**src/rtl/jt8255_pkg.sv**
```systemverilog
// Shared encodings for the jt8255 peripheral-side handshake engine.
package jt8255_pkg;

  typedef enum logic [1:0] {
    RX_IDLE = 2'd0,
    RX_ACK  = 2'd1,
    RX_WAIT = 2'd2
  } rx_state_e;

  typedef enum logic [2:0] {
    TX_IDLE  = 3'd0,
    TX_SETUP = 3'd1,
    TX_STB   = 3'd2,
    TX_HOLD  = 3'd3,
    TX_DRAIN = 3'd4
  } tx_state_e;

  // Strobe/handshake pins on the 8255 side are active low.
  localparam logic       PIN_ACTIVE = 1'b0;
  localparam logic       PIN_IDLE   = 1'b1;
  // Port A input floats high when the peripheral is not driving a byte.
  localparam logic [7:0] PA_IDLE    = 8'hff;

  function automatic int max2(input int a, input int b);
    return (a > b) ? a : b;
  endfunction

endpackage

```
**src/rtl/jt8255_fifo.sv**
```systemverilog
// Show-ahead byte FIFO with 2**AW entries; head is valid whenever not empty.
module jt8255_fifo #(
  parameter int AW = 4
) (
  input  logic          clk,
  input  logic          rst_n,
  input  logic          push,
  input  logic [7:0]    din,
  input  logic          pop,
  output logic [7:0]    dout,
  output logic          full,
  output logic          empty,
  output logic [AW:0]   count
);

  localparam int          DEPTH   = 1 << AW;
  localparam logic [AW:0] DEPTH_C = (AW+1)'(DEPTH);

  logic [7:0]    mem_q [DEPTH];
  logic [AW-1:0] wr_ptr_q, wr_ptr_d;
  logic [AW-1:0] rd_ptr_q, rd_ptr_d;
  logic [AW:0]   count_q, count_d;
  logic          do_push, do_pop;

  assign full  = (count_q == DEPTH_C);
  assign empty = (count_q == '0);
  assign count = count_q;
  assign dout  = mem_q[rd_ptr_q];

  // Pointer and occupancy update; pops on empty and pushes on full are dropped.
  always_comb begin
    do_push  = push & ~full;
    do_pop   = pop & ~empty;
    wr_ptr_d = wr_ptr_q;
    rd_ptr_d = rd_ptr_q;
    count_d  = count_q;
    if (do_push) wr_ptr_d = wr_ptr_q + AW'(1);
    if (do_pop)  rd_ptr_d = rd_ptr_q + AW'(1);
    case ({do_push, do_pop})
      2'b10:   count_d = count_q + (AW+1)'(1);
      2'b01:   count_d = count_q - (AW+1)'(1);
      default: count_d = count_q;
    endcase
  end

  // Storage needs no reset: cleared pointers make stale entries unreachable.
  always_ff @(posedge clk) begin
    if (do_push) mem_q[wr_ptr_q] <= din;
  end

  // Pointer/count registers.
  always_ff @(posedge clk or negedge rst_n) begin
    if (!rst_n) begin
      wr_ptr_q <= '0;
      rd_ptr_q <= '0;
      count_q  <= '0;
    end else begin
      wr_ptr_q <= wr_ptr_d;
      rd_ptr_q <= rd_ptr_d;
      count_q  <= count_d;
    end
  end

endmodule

```
**src/rtl/jt8255_hsk_periph.sv**
```systemverilog
// Peripheral-side handshake engine for jt8255 port A in mode 1/2.
// Stream handshakes (rx_*, tx_*): a byte moves on a cycle where valid and
// ready are both high at the rising clock edge; ready may depend
// combinationally on state, valid must not depend on ready.
module jt8255_hsk_periph
  import jt8255_pkg::*;
#(
  parameter int AW   = 4,
  parameter int ACKW = 2,
  parameter int STBW = 2
) (
  input  logic        clk,
  input  logic        rst_n,
  input  logic        obfn,
  output logic        ackn,
  input  logic [7:0]  pa_din,
  input  logic        ibf,
  output logic        stbn,
  output logic [7:0]  pa_dout,
  output logic [7:0]  rx_data,
  output logic        rx_valid,
  input  logic        rx_ready,
  output logic [AW:0] rx_cnt,
  input  logic [7:0]  tx_data,
  input  logic        tx_valid,
  output logic        tx_ready,
  output logic        busy
);

  localparam int CW = $clog2(max2(ACKW, STBW)) + 1;

  rx_state_e rx_state_q, rx_state_d;
  tx_state_e tx_state_q, tx_state_d;
  logic [CW-1:0] ack_cnt_q, ack_cnt_d;
  logic [CW-1:0] stb_cnt_q, stb_cnt_d;
  logic          ackn_q, ackn_d;
  logic          stbn_q, stbn_d;
  logic [7:0]    pa_dout_q, pa_dout_d;
  logic          fifo_push, fifo_full, fifo_empty;

  jt8255_fifo #(.AW(AW)) u_rx_fifo (
    .clk   (clk),
    .rst_n (rst_n),
    .push  (fifo_push),
    .din   (pa_din),
    .pop   (rx_ready),
    .dout  (rx_data),
    .full  (fifo_full),
    .empty (fifo_empty),
    .count (rx_cnt)
  );

  assign rx_valid = ~fifo_empty;
  assign ackn     = ackn_q;
  assign stbn     = stbn_q;
  assign pa_dout  = pa_dout_q;
  // Held low while reset is asserted so nothing is accepted into a dead FSM.
  assign tx_ready = rst_n & (tx_state_q == TX_IDLE) & ~ibf;
  assign busy     = (rx_state_q != RX_IDLE) | (tx_state_q != TX_IDLE);

  // RX: capture a CPU write, pulse ACK, then wait for OBF to clear so one write gives one push.
  always_comb begin
    rx_state_d = rx_state_q;
    ack_cnt_d  = ack_cnt_q;
    ackn_d     = ackn_q;
    fifo_push  = 1'b0;
    case (rx_state_q)
      RX_IDLE: begin
        if ((obfn == PIN_ACTIVE) && !fifo_full) begin
          fifo_push  = 1'b1;
          ackn_d     = PIN_ACTIVE;
          ack_cnt_d  = CW'(ACKW - 1);
          rx_state_d = RX_ACK;
        end
      end
      RX_ACK: begin
        if (ack_cnt_q == '0) begin
          ackn_d     = PIN_IDLE;
          rx_state_d = RX_WAIT;
        end else begin
          ack_cnt_d = ack_cnt_q - CW'(1);
        end
      end
      RX_WAIT: begin
        if (obfn == PIN_IDLE) rx_state_d = RX_IDLE;
      end
      default: rx_state_d = RX_IDLE;
    endcase
  end

  // TX: present a byte, strobe it in, and keep it stable until the CPU has read it.
  always_comb begin
    tx_state_d = tx_state_q;
    stb_cnt_d  = stb_cnt_q;
    stbn_d     = stbn_q;
    pa_dout_d  = pa_dout_q;
    case (tx_state_q)
      TX_IDLE: begin
        if (tx_valid && !ibf) begin
          pa_dout_d  = tx_data;
          tx_state_d = TX_SETUP;
        end
      end
      TX_SETUP: begin
        stbn_d     = PIN_ACTIVE;
        stb_cnt_d  = CW'(STBW - 1);
        tx_state_d = TX_STB;
      end
      TX_STB: begin
        if (stb_cnt_q == '0) begin
          stbn_d     = PIN_IDLE;
          tx_state_d = TX_HOLD;
        end else begin
          stb_cnt_d = stb_cnt_q - CW'(1);
        end
      end
      TX_HOLD: begin
        if (ibf) tx_state_d = TX_DRAIN;
      end
      TX_DRAIN: begin
        if (!ibf) tx_state_d = TX_IDLE;
      end
      default: tx_state_d = TX_IDLE;
    endcase
  end

  // State, pulse counters and pin registers for both directions.
  always_ff @(posedge clk or negedge rst_n) begin
    if (!rst_n) begin
      rx_state_q <= RX_IDLE;
      tx_state_q <= TX_IDLE;
      ack_cnt_q  <= '0;
      stb_cnt_q  <= '0;
      ackn_q     <= PIN_IDLE;
      stbn_q     <= PIN_IDLE;
      pa_dout_q  <= PA_IDLE;
    end else begin
      rx_state_q <= rx_state_d;
      tx_state_q <= tx_state_d;
      ack_cnt_q  <= ack_cnt_d;
      stb_cnt_q  <= stb_cnt_d;
      ackn_q     <= ackn_d;
      stbn_q     <= stbn_d;
      pa_dout_q  <= pa_dout_d;
    end
  end

endmodule

```
**config.mk**
```make
export PLATFORM = sky130hd
export DESIGN_NAME = jt8255_hsk_periph
export DESIGN_NICKNAME = d
export VERILOG_FILES = /design/src/rtl/jt8255_pkg.sv /design/src/rtl/jt8255_fifo.sv /design/src/rtl/jt8255_hsk_periph.sv
export SDC_FILE = /design/constraint.sdc
export NUM_CORES = 1
export LEC_CHECK = 0
export BUFFER_PORTS_ARGS = -buffer_cell sky130_fd_sc_hd__buf_2
export CORE_ASPECT_RATIO = 1.1
export CORE_UTILIZATION = 56
export CTS_BUF_LIST = sky130_fd_sc_hd__clkbuf_8
export DETAILED_ROUTE_END_ITERATION = 8
export PLACE_DENSITY_LB_ADDON = 0.15
export SETUP_SLACK_MARGIN = 0.02
export SLEW_MARGIN = 40
export SYNTH_ARGS = -nofsm -noshare
export SYNTH_HDL_FRONTEND = slang
export SYNTH_SLANG_ARGS = --single-unit
```
**constraint.sdc**
```tcl
create_clock -name clk -period 2.7 [get_ports clk]
set_clock_uncertainty 0.05 [all_clocks]
set_input_delay 0.27 -clock clk [delete_from_list [all_inputs] [get_ports clk]]
set_output_delay 0.27 -clock clk [all_outputs]
set_load 0.01 [all_outputs]
```
==> flow_summary.toml, run 1 <==
[run_status]
outcome = "finished clean"

[synthesis]
syn_area_sq_um = 6550
synth_warnings = 0
syn_area_per_cell_sq_um = 17.8
ys_ff_latch = 160
ys.flop_type = "edfxtp_1"
synth-edff-count = 128
yosysUniqueCellTypes = 44
ys_seq_area_share_pct = 71.1
synthArstFlopShare_pct = 20.0
synth_nets = 401
netlist_instances = 367

[clock_tree]
cts.sink_count = 160
clkTransAtPathRegs_ns = 0.09
cts_max_level = 4
clock_path_buffers = 2
cts_tree = "built"
clk_latency_ns = 0.44
cts_buffers = 17
cts_root_buffer = "clkbuf_8"

[routing]
routed-via-count = 3464
wl_per_cell_microns = 20.1
viasPerCell = 5.63
antenna_left = 0
drc = 0
finalWirelength_mm = 12.4
drt-pass1-iter-count = 5
drt_iter0_markers = 198

[sta]
finalCritPeriodShare_pct = 97.9
worst_pin_slew_ns = 0.712
slew_headroom_pct = 52.4
fin_crit_ns = 2.64
slew_viol_final = 0
max_freq_ghz = 0.378
setup_viol = 0
finalHoldViolCount = 0
rsz0062_at_grt = "true"

[worst_setup_path]
reg2reg_from = "u_rx_fifo.count[2]$_DFFE_PN0P_"
end_kind = "flip-flop"
path_max_fanout = 4
arrival_ns = 2.94
cp-start-kind = "flip-flop"
crit_path_start = "u_rx_fifo.count[2]$_DFFE_PN0P_"
critPathRequiredTime_ns = 2.99
critical_path_class = "reg -> reg"

[min_path]
hold_path_class = "in -> reg"
min_from = "obfn"

[grt]
overflow = 0
grt_util_all_layers_pct = 22.5
grt_pass1_vias = 3598
antenna_found_initial = 0
grt_max_degree = 34
grt_pass1_wl_mm = 19.6

[layout]
drive_gt1_share_pct = 35.5
n_antenna_cell = 0
areaGrowthSynthToFinish_pct = 17.4
final_util_pct = 67.2
finalInstanceArea_sq_um = 7690
nets = 486

[floorplan]
io_pins = 48
die_area_sq_um = 12100
std_cell_rows = 41
fp.dieH_microns = 115
coreArea_sq_um = 11400
initial_core_util_pct = 57.2
die_w_microns = 105

[run]
cap_viol_max_count = 0

[place]
portBuffers = 47
place_area_sq_um = 7080
routabilityCongestion = 0.767
hpwl_mm = 8.03

[power_and_ir_drop]
leakage_nw = 2.78
power.density_nw_per_um2 = 1040
vdd_drop_max_uv = 687
totalPowerFinal_mw = 7.99
-- critical path, cell delays in order, from the launching register on --
cell       delay [ns]
dfrtp_2          0.43
nor4_4           0.42
a2111oi_4        0.14
inv_2            0.10
ha_4             0.16
inv_4            0.04
fa_2             0.36
nor2b_1          0.14
o21a_1           0.18
mux2_4           0.32
o311ai_4         0.21
-- registers in the layout (all words and copies together) (netlist names), 2 cells and up --
signal and cells:
tx_state_q 3, ack_cnt_q 2, rx_state_q 2, u_rx_fifo.count 5, u_rx_fifo.mem_q 128, stb_cnt_q 2, u_rx_fifo.wr_ptr_q 4, u_rx_fifo.rd_ptr_q 4
pa_dout 8
-- metal layers --
| metal | track usage, % | up-vias | part of all wire [%] |
|---|---|---|---|
| met5 | 0 | - | 0 |
| li1 | - | 1608 | - |
| met3 | 4.33 | 5 | 4.5 |
| met1 | 28.3 | 1755 | 42 |
| met2 | 39.8 | 96 | 53 |
| met4 | 7.61 | 0 | 0.56 |
-- cell usage in the layout, fill, tap and decap left out, types with 4 or more instances in the layout --
cell	netlist	final
edfxtp_1	128	128
buf_2	5	47
mux4_2	32	32
nand2_1	27	27
buf_4	0	23
dfrtp_1	22	19
clkbuf_8	0	17
a22oi_1	16	16
o21ai_0	12	12
inv_1	11	11
and2_1	10	10
ha_1	11	10
dfstp_2	10	10
dlygate4sd3_1	0	9
nor2_1	8	8
and3_1	6	6
mux2_2	7	6
xnor2_1	6	6
nor3b_1	5	5
mux2_1	4	4
clkinv_4	0	4
-- layout make-up --
| type | count | area (sq um) |
|---|---|---|
| flip-flops and latches | 160 | 4660 |
| fillers | 768 | 3750 |
| multi-input cells | 179 | 1830 |
| repair buffers | 82 | 558 |
| clock buffers | 17 | 234 |
| well taps | 150 | 188 |
| clock inverters | 15 | 169 |
| inverters | 12 | 47.5 |
-- cells in the mapped netlist, types with 4 or more instances --
master	count	area [sq um]
edfxtp_1	128	3840
buf_2	5	25.0
xnor2_1	6	52.6
nor2_1	8	30.0
nor3b_1	5	37.5
and3_1	6	37.5
mux2_1	4	45.0
and2_1	10	62.6
mux2_2	7	78.8
mux4_2	32	721
dfstp_2	10	263
a22oi_1	16	120
clkbuf_1	9	33.8
dfrtp_1	22	551
nand2_1	27	101
o21ai_0	12	60.1
inv_1	11	41.3
ha_1	11	138
-- cells by family (layout without fill, tap and decap cells) --
kind of cell	count (synthesis)	in the layout	synth area share [%]
fa+ha+maj	12	12	2.41
compound gates	40	40	4.41
mux	43	43	12.9
simple gates	75	75	6.27
flops	160	160	71.1
buf+inv	28	126	1.70
xor+xnor	9	9	1.20
-- worst paths after layout --
| check | slack [ns] | cells past startpoint | endpoint |
|---|---|---|---|
| worst max-delay path | 0.06 | 10 | u_rx_fifo.count[4]$_DFFE_PN0P_ |
| worst min-delay path | 0.09 | 4 | rx_state_q[1]$_DFFE_PN0P_ |
| worst max register to register | 0.06 | 10 | u_rx_fifo.count[4]$_DFFE_PN0P_ |
| worst min register to register | 0.45 | 2 | ackn$_DFFE_PN1P_ |
| max in group asynchronous | 1.85 | 3 | u_rx_fifo.rd_ptr_q[0]$_DFFE_PN0P_ |
| min in group asynchronous | 0.41 | 3 | tx_state_q[1]$_DFFE_PN0P_ |
-- stage by stage --
stage               setup TNS, ns  setup slack [ns]  hold WS (ns)  instances
detailed placement        -0.0177           -0.0177         0.279        563
global placement                0            0.0870         0.279        563
floorplan                       0            0.0528       -0.0756        367
global route              -0.0483           -0.0483        0.0757        615
CTS                             0            0.0168        0.0779        608
finish                          0            0.0574        0.0942        615
-- what timing repair did --
item / CTS / global route
hold endpoints to repair: 30 / 0
cloned: 0 / 0
hold buffers: 9 / 0
setup endpoints to repair: 6 / 5
pin swaps: 3 / 5
setup buffers: 4 / 7
gates resized for setup: 2 / 5
-- power by group --
part           switching [mW]  internal, mW  leakage, nW
Clock                   0.853         0.907        0.200
Sequential              0.303          3.08         1.52
Combinational            1.43          1.42         1.06
No activity file was read; power rests on OpenSTA's default activity.
==> inputs of run 2 (changes only) <==
ABC_AREA = 1   (was not set)
CORE_UTILIZATION = 57   (was 56)
==> run 2 against run 1 <==
First-iteration DRC count increased by 150%. Clock power increased by 17%. Synthesized cell count increased by 100%. Critical endpoint is now rx_data[6]. Sequential power decreased by 3%. Flip-flop and latch count unchanged. Sequential share of layout area decreased by 3.9 points. Non-clock buffer count decreased by 13. Worst hold slack got worse by 0.027 ns. Combinational power increased by 14%. Cell area increased by 6.8%. Final cell count increased by 58%.
==> flow_summary.toml, run 2 <==
[floorplan]
fp.dieH_microns = 120
io_pins = 48
std_cell_rows = 42
die_w_microns = 110
die_area_sq_um = 13200
initial_core_util_pct = 59.3
coreArea_sq_um = 12200

[synthesis]
synth_warnings = 0
netlist_instances = 742
yosysUniqueCellTypes = 27
synth-edff-count = 128
synth_most_common_cell = "nand2_1"
syn_area_per_cell_sq_um = 9.79
ys_ff_latch = 160
synthArstFlopShare_pct = 20.0
yosysTopAreaCellShare_pct = 52.9
ys.flop_type = "edfxtp_1"
synth_nets = 776
synth_top_area_cell = "edfxtp_1"
syn_area_sq_um = 7260
synthTopCellsByArea = "edfxtp_1 (53%), nand2_1 (12%), nand3_1 (8.3%), dfrtp_1 (7.6%), inv_1 (6.4%)"
synthTopCellsByCount = "nand2_1 (233), edfxtp_1 (128), inv_1 (124), nand3_1 (121), nor2_1 (28)"
ys_seq_area_share_pct = 64.1

[grt]
antenna_found_initial = 0
grt_max_degree = 39
grt_pass1_wl_mm = 25.4
overflow = 0
grt_pass1_vias = 5158
grt_util_all_layers_pct = 26.3

[layout]
final_cell_mix = "nand2_1 (233), edfxtp_1 (128), inv_1 (127), nand3_1 (121), buf_2 (47)"
final_util_pct = 67.0
drive_gt1_share_pct = 13.6
nets = 838
largest_register = "u_rx_fifo.mem_q"
stdcell_count = 971
n_antenna_cell = 0
largest_reg_flops = 128
final_common_cell = "nand2_1"
areaGrowthSynthToFinish_pct = 13.0

[power_and_ir_drop]
leakage_nw = 3.78
power.density_nw_per_um2 = 1050
vdd_drop_max_uv = 631

[worst_setup_path]
cp-start-kind = "flip-flop"
critPathRequiredTime_ns = 2.38
reg2reg_from = "u_rx_fifo.count[0]$_DFFE_PN0P_"
cpMaxStageDelayCell = "dfrtp_2"
critPathTopFamily = "buffers and inverters"
worstPathCellList = "inv_2 -> buf_4 -> nand2_1 -> nand3_1 -> nand3_1 -> nand3_1 -> nand2_1 -> buf_2"
crit_buf_inv = 3
slowest_delay_ns = 0.46
end_kind = "output port"
crit_path_start = "u_rx_fifo.rd_ptr_q[0]$_DFFE_PN0P_"
r2r_setup_slack_ns = 0.38
arrival_ns = 2.04
cp_common_cell = "nand3_1"
critical_path_class = "reg -> out"
path_max_fanout = 18

[run]
cap_viol_max_count = 0

[clock_tree]
clkTransAtPathRegs_ns = 0.08
cts_setup_buffers = 0
cts_buffers = 17
clk_latency_ns = 0.45
cts.sink_count = 160
cts_root_buffer = "clkbuf_8"
clock_path_buffers = 2
postCtsHoldBufs = 9
cts_tree = "built"
cts_max_level = 4
cts_resized = 0

[sta]
max_freq_ghz = 0.424
fin_tns_setup_ns = 0
finalHoldViolCount = 0
fin_crit_ns = 2.36
slew_headroom_pct = 50.8
rsz0062_at_grt = "false"
slew_viol_final = 0
worst_pin_slew_ns = 0.735
setup_viol = 0
finalCritPeriodShare_pct = 87.3

[place]
portBuffers = 47
dp_cells = 930
routabilityCongestion = 0.824
hpwl_mm = 10.0

[routing]
drt_iter0_markers = 490
viasPerCell = 5.31
drc = 0
drt-pass1-iter-count = 5
finalWirelength_mm = 15.5
wl_per_cell_microns = 16.0
antenna_left = 0
routed-via-count = 5155

[run_status]
outcome = "finished clean"

[min_path]
hold_path_class = "in -> reg"
min_from = "ibf"
==> run 2: worst min-delay path, cell delays in order <==
cell	delay (ns)
buf_2	0.12
nand4_1	0.09
nand2_1	0.05
==> run 2: cell type report <==
type,count,area (sq um)
Clock buffer,18,248
Multi-Input combinational cell,427,1960
Fill cell,1004,4040
Clock inverter,14,223
Inverter,129,487
Timing Repair Buffer,69,435
Sequential cell,160,4660
Tap cell,154,193
==> run 2: metrics by stage <==
stage	setup slack, ns	power, mW	cell area, sq um	hold WS [ns]
2_1_floorplan	0.583	5.61	7260	-0.0756
3_3_place_gp	0.569	6.43	7640	0.338
3_5_place_dp	0.424	6.56	7640	0.343
4_1_cts	0.312	8.62	8210	0.0364
5_1_grt	0.142	9.19	8210	0.0559
6_report	0.344	8.61	8210	0.0671
==> run 2: final timing paths <==
path	endpoint	cells after the start
max in group asynchronous	pa_dout[2]$_DFFE_PN1P_	3
hold reg to reg	pa_dout[7]$_DFFE_PN1P_	2
setup / recovery	rx_data[6]	8
min in group asynchronous	u_rx_fifo.rd_ptr_q[1]$_DFFE_PN0P_	3
hold / removal	tx_state_q[2]$_DFFE_PN0P_	3
setup reg to reg	u_rx_fifo.count[4]$_DFFE_PN0P_	12
==> run 2: logic make-up after synthesis <==
logic type	after synthesis	synth area share (%)
AND/OR/NAND/NOR	394	23.0
flip-flops	160	64.1
buffers and inverters	155	8.89
AO/OA/AOI/OAI	14	0.965
adder cells (fa/ha/maj)	12	2.17
XOR/XNOR	7	0.844
==> run 2: where the power goes <==
| group | internal [mW] | switching [mW] |
|---|---|---|
| Combinational | 1.08 | 2.17 |
| Sequential | 3.06 | 0.237 |
| Clock | 1.21 | 0.856 |
| Total | 5.35 | 3.26 |
==> run 2: per-layer routing <==
metal | up-vias | part of all wire (%) | global-route usage (%)
met3 | 17 | 7.5 | 5.88
met2 | 225 | 49 | 42.7
met5 | - | 0 | 0
met1 | 2421 | 42 | 34.2
met4 | 0 | 1.5 | 10.4
li1 | 2492 | - | -
==> inputs of run 3 (changes only) <==
PLACE_DENSITY = 0.85   (was not set)
PLACE_DENSITY_LB_ADDON = not set   (was 0.15)
SKIP_CTS_REPAIR_TIMING = 1   (was not set)
==> run 3 against run 2 <==
The flow now finishes with violations (negative hold slack). Sequential share of layout area increased by 1.1 points. Global-route usage decreased by 1.9 points. Non-clock buffer count decreased by 9. Critical path depth unchanged. Fmax decreased by 6.1%. Utilization decreased by 1.3 points. Combinational power about the same. Flip-flop and latch count unchanged. Clock power decreased by 19%. Final cell count decreased by 0.93%. Critical path type unchanged.
==> flow_summary.toml, run 3 (synthesized netlist as in run 2, its figures left out) <==
[power_and_ir_drop]
vdd_drop_max_uv = 644
power.density_nw_per_um2 = 1020
leakage_nw = 3.68
totalPowerFinal_mw = 8.18

[routing]
antenna_left = 0
drc = 0
viasPerCell = 5.27
routed-via-count = 5067
drt-pass1-iter-count = 5
wl_per_cell_microns = 15.4
finalWirelength_mm = 14.8
drt_iter0_markers = 421

[clock_tree]
cts_buffers = 17
clk_latency_ns = 0.44
cts.sink_count = 160
cts_max_level = 4
cts_root_buffer = "clkbuf_8"
cts_tree = "built"
clkTransAtPathRegs_ns = 0.08
clock_path_buffers = 2

[worst_setup_path]
path_max_fanout = 45
arrival_ns = 2.19
end_kind = "output port"
cp-start-kind = "flip-flop"
critPathRequiredTime_ns = 2.38
critical_path_class = "reg -> out"

[grt]
grt_pass1_wl_mm = 23.4
grt_util_all_layers_pct = 24.4
grt_max_degree = 67
grt_pass1_vias = 4846
overflow = 0
antenna_found_initial = 0

[floorplan]
fp.dieH_microns = 120
io_pins = 48
die_area_sq_um = 13200
initial_core_util_pct = 59.3
std_cell_rows = 42
coreArea_sq_um = 12200
die_w_microns = 110

[sta]
setup_viol = 0
slew_viol_final = 0
finalCritPeriodShare_pct = 92.9
finalHoldViolCount = 1
fin_tns_setup_ns = 0
rsz0062_at_grt = "false"
worst_pin_slew_ns = 0.791
max_freq_ghz = 0.399
fin_crit_ns = 2.51
slew_headroom_pct = 47.1
hold-worst-slack_ns = -0.00260

[run]
cap_viol_max_count = 0

[layout]
final_util_pct = 65.7
n_antenna_cell = 0
final_common_cell = "nand2_1"
nets = 829
largest_reg_flops = 128
largest_register = "u_rx_fifo.mem_q"
drive_gt1_share_pct = 12.7
areaGrowthSynthToFinish_pct = 10.7
final_cell_mix = "nand2_1 (233), edfxtp_1 (128), inv_1 (127), nand3_1 (121), buf_2 (47)"

[place]
portBuffers = 47
hpwl_mm = 9.43
routabilityCongestion = 0.850

[run_status]
violations = "negative hold slack"
outcome = "finished with violations"

[min_path]
hold_path_class = "in -> reg"
run 3: stage by stage:
step,cells,cell area [sq um],setup WS [ns],hold WS [ns]
floorplan,742,7260,0.583,-0.0756
global placement,925,7610,0.573,0.328
detailed placement,925,7610,0.478,0.323
CTS,957,7990,0.154,-0.158
global route,962,8050,0.0920,-0.00825
finish,962,8050,0.192,-0.00260
run 3: area by class of cell:
cell class              instances  area, sq um
clock buffers                  19          262
well taps                     154          193
multi-input cells             427         1960
flip-flops and latches        160         4660
clock inverters                13          123
repair buffers                 60          362
fillers                       927         4200
inverters                     129          487
run 3: path summary, 6_finish.rpt:
check / end / slack, ns / cells past startpoint / start
hold reg to reg: pa_dout[1]$_DFFE_PN1P_ / 0.42 / 2 / pa_dout[1]$_DFFE_PN1P_
min in group asynchronous: u_rx_fifo.count[4]$_DFFE_PN0P_ / 0.38 / 3 / rst_n
setup reg to reg: u_rx_fifo.count[4]$_DFFE_PN0P_ / 0.47 / 12 / u_rx_fifo.count[0]$_DFFE_PN0P_
setup / recovery: rx_data[1] / 0.19 / 8 / u_rx_fifo.rd_ptr_q[0]$_DFFE_PN0P_
max in group asynchronous: pa_dout[6]$_DFFE_PN1P_ / 1.88 / 3 / rst_n
hold / removal: pa_dout[6]$_DFFE_PN1P_ / -0.003 / 3 / tx_data[6]
run 3: worst max-delay path: stages (launching register included):
cell and delay (ns):
dfrtp_2 0.42, inv_2 0.31, buf_12 0.26, nand2_1 0.12, nand3_1 0.11, nand3_1 0.13
nand3_1 0.16, nand2_1 0.07, buf_2 0.14
run 3: per-layer routing:
metal | part of all wire (%) | vias up | track usage, %
met3 | 6.8 | 35 | 5.39
met5 | 0 | - | 0
met4 | 2.9 | 0 | 11.4
met1 | 40 | 2342 | 29.9
met2 | 50 | 213 | 40.7
li1 | - | 2477 | -
run 3: where the power goes:
part | switching [mW] | internal, mW
clock network | 0.820 | 0.854
registers | 0.230 | 3.06
logic | 2.16 | 1.06
total | 3.21 | 4.97
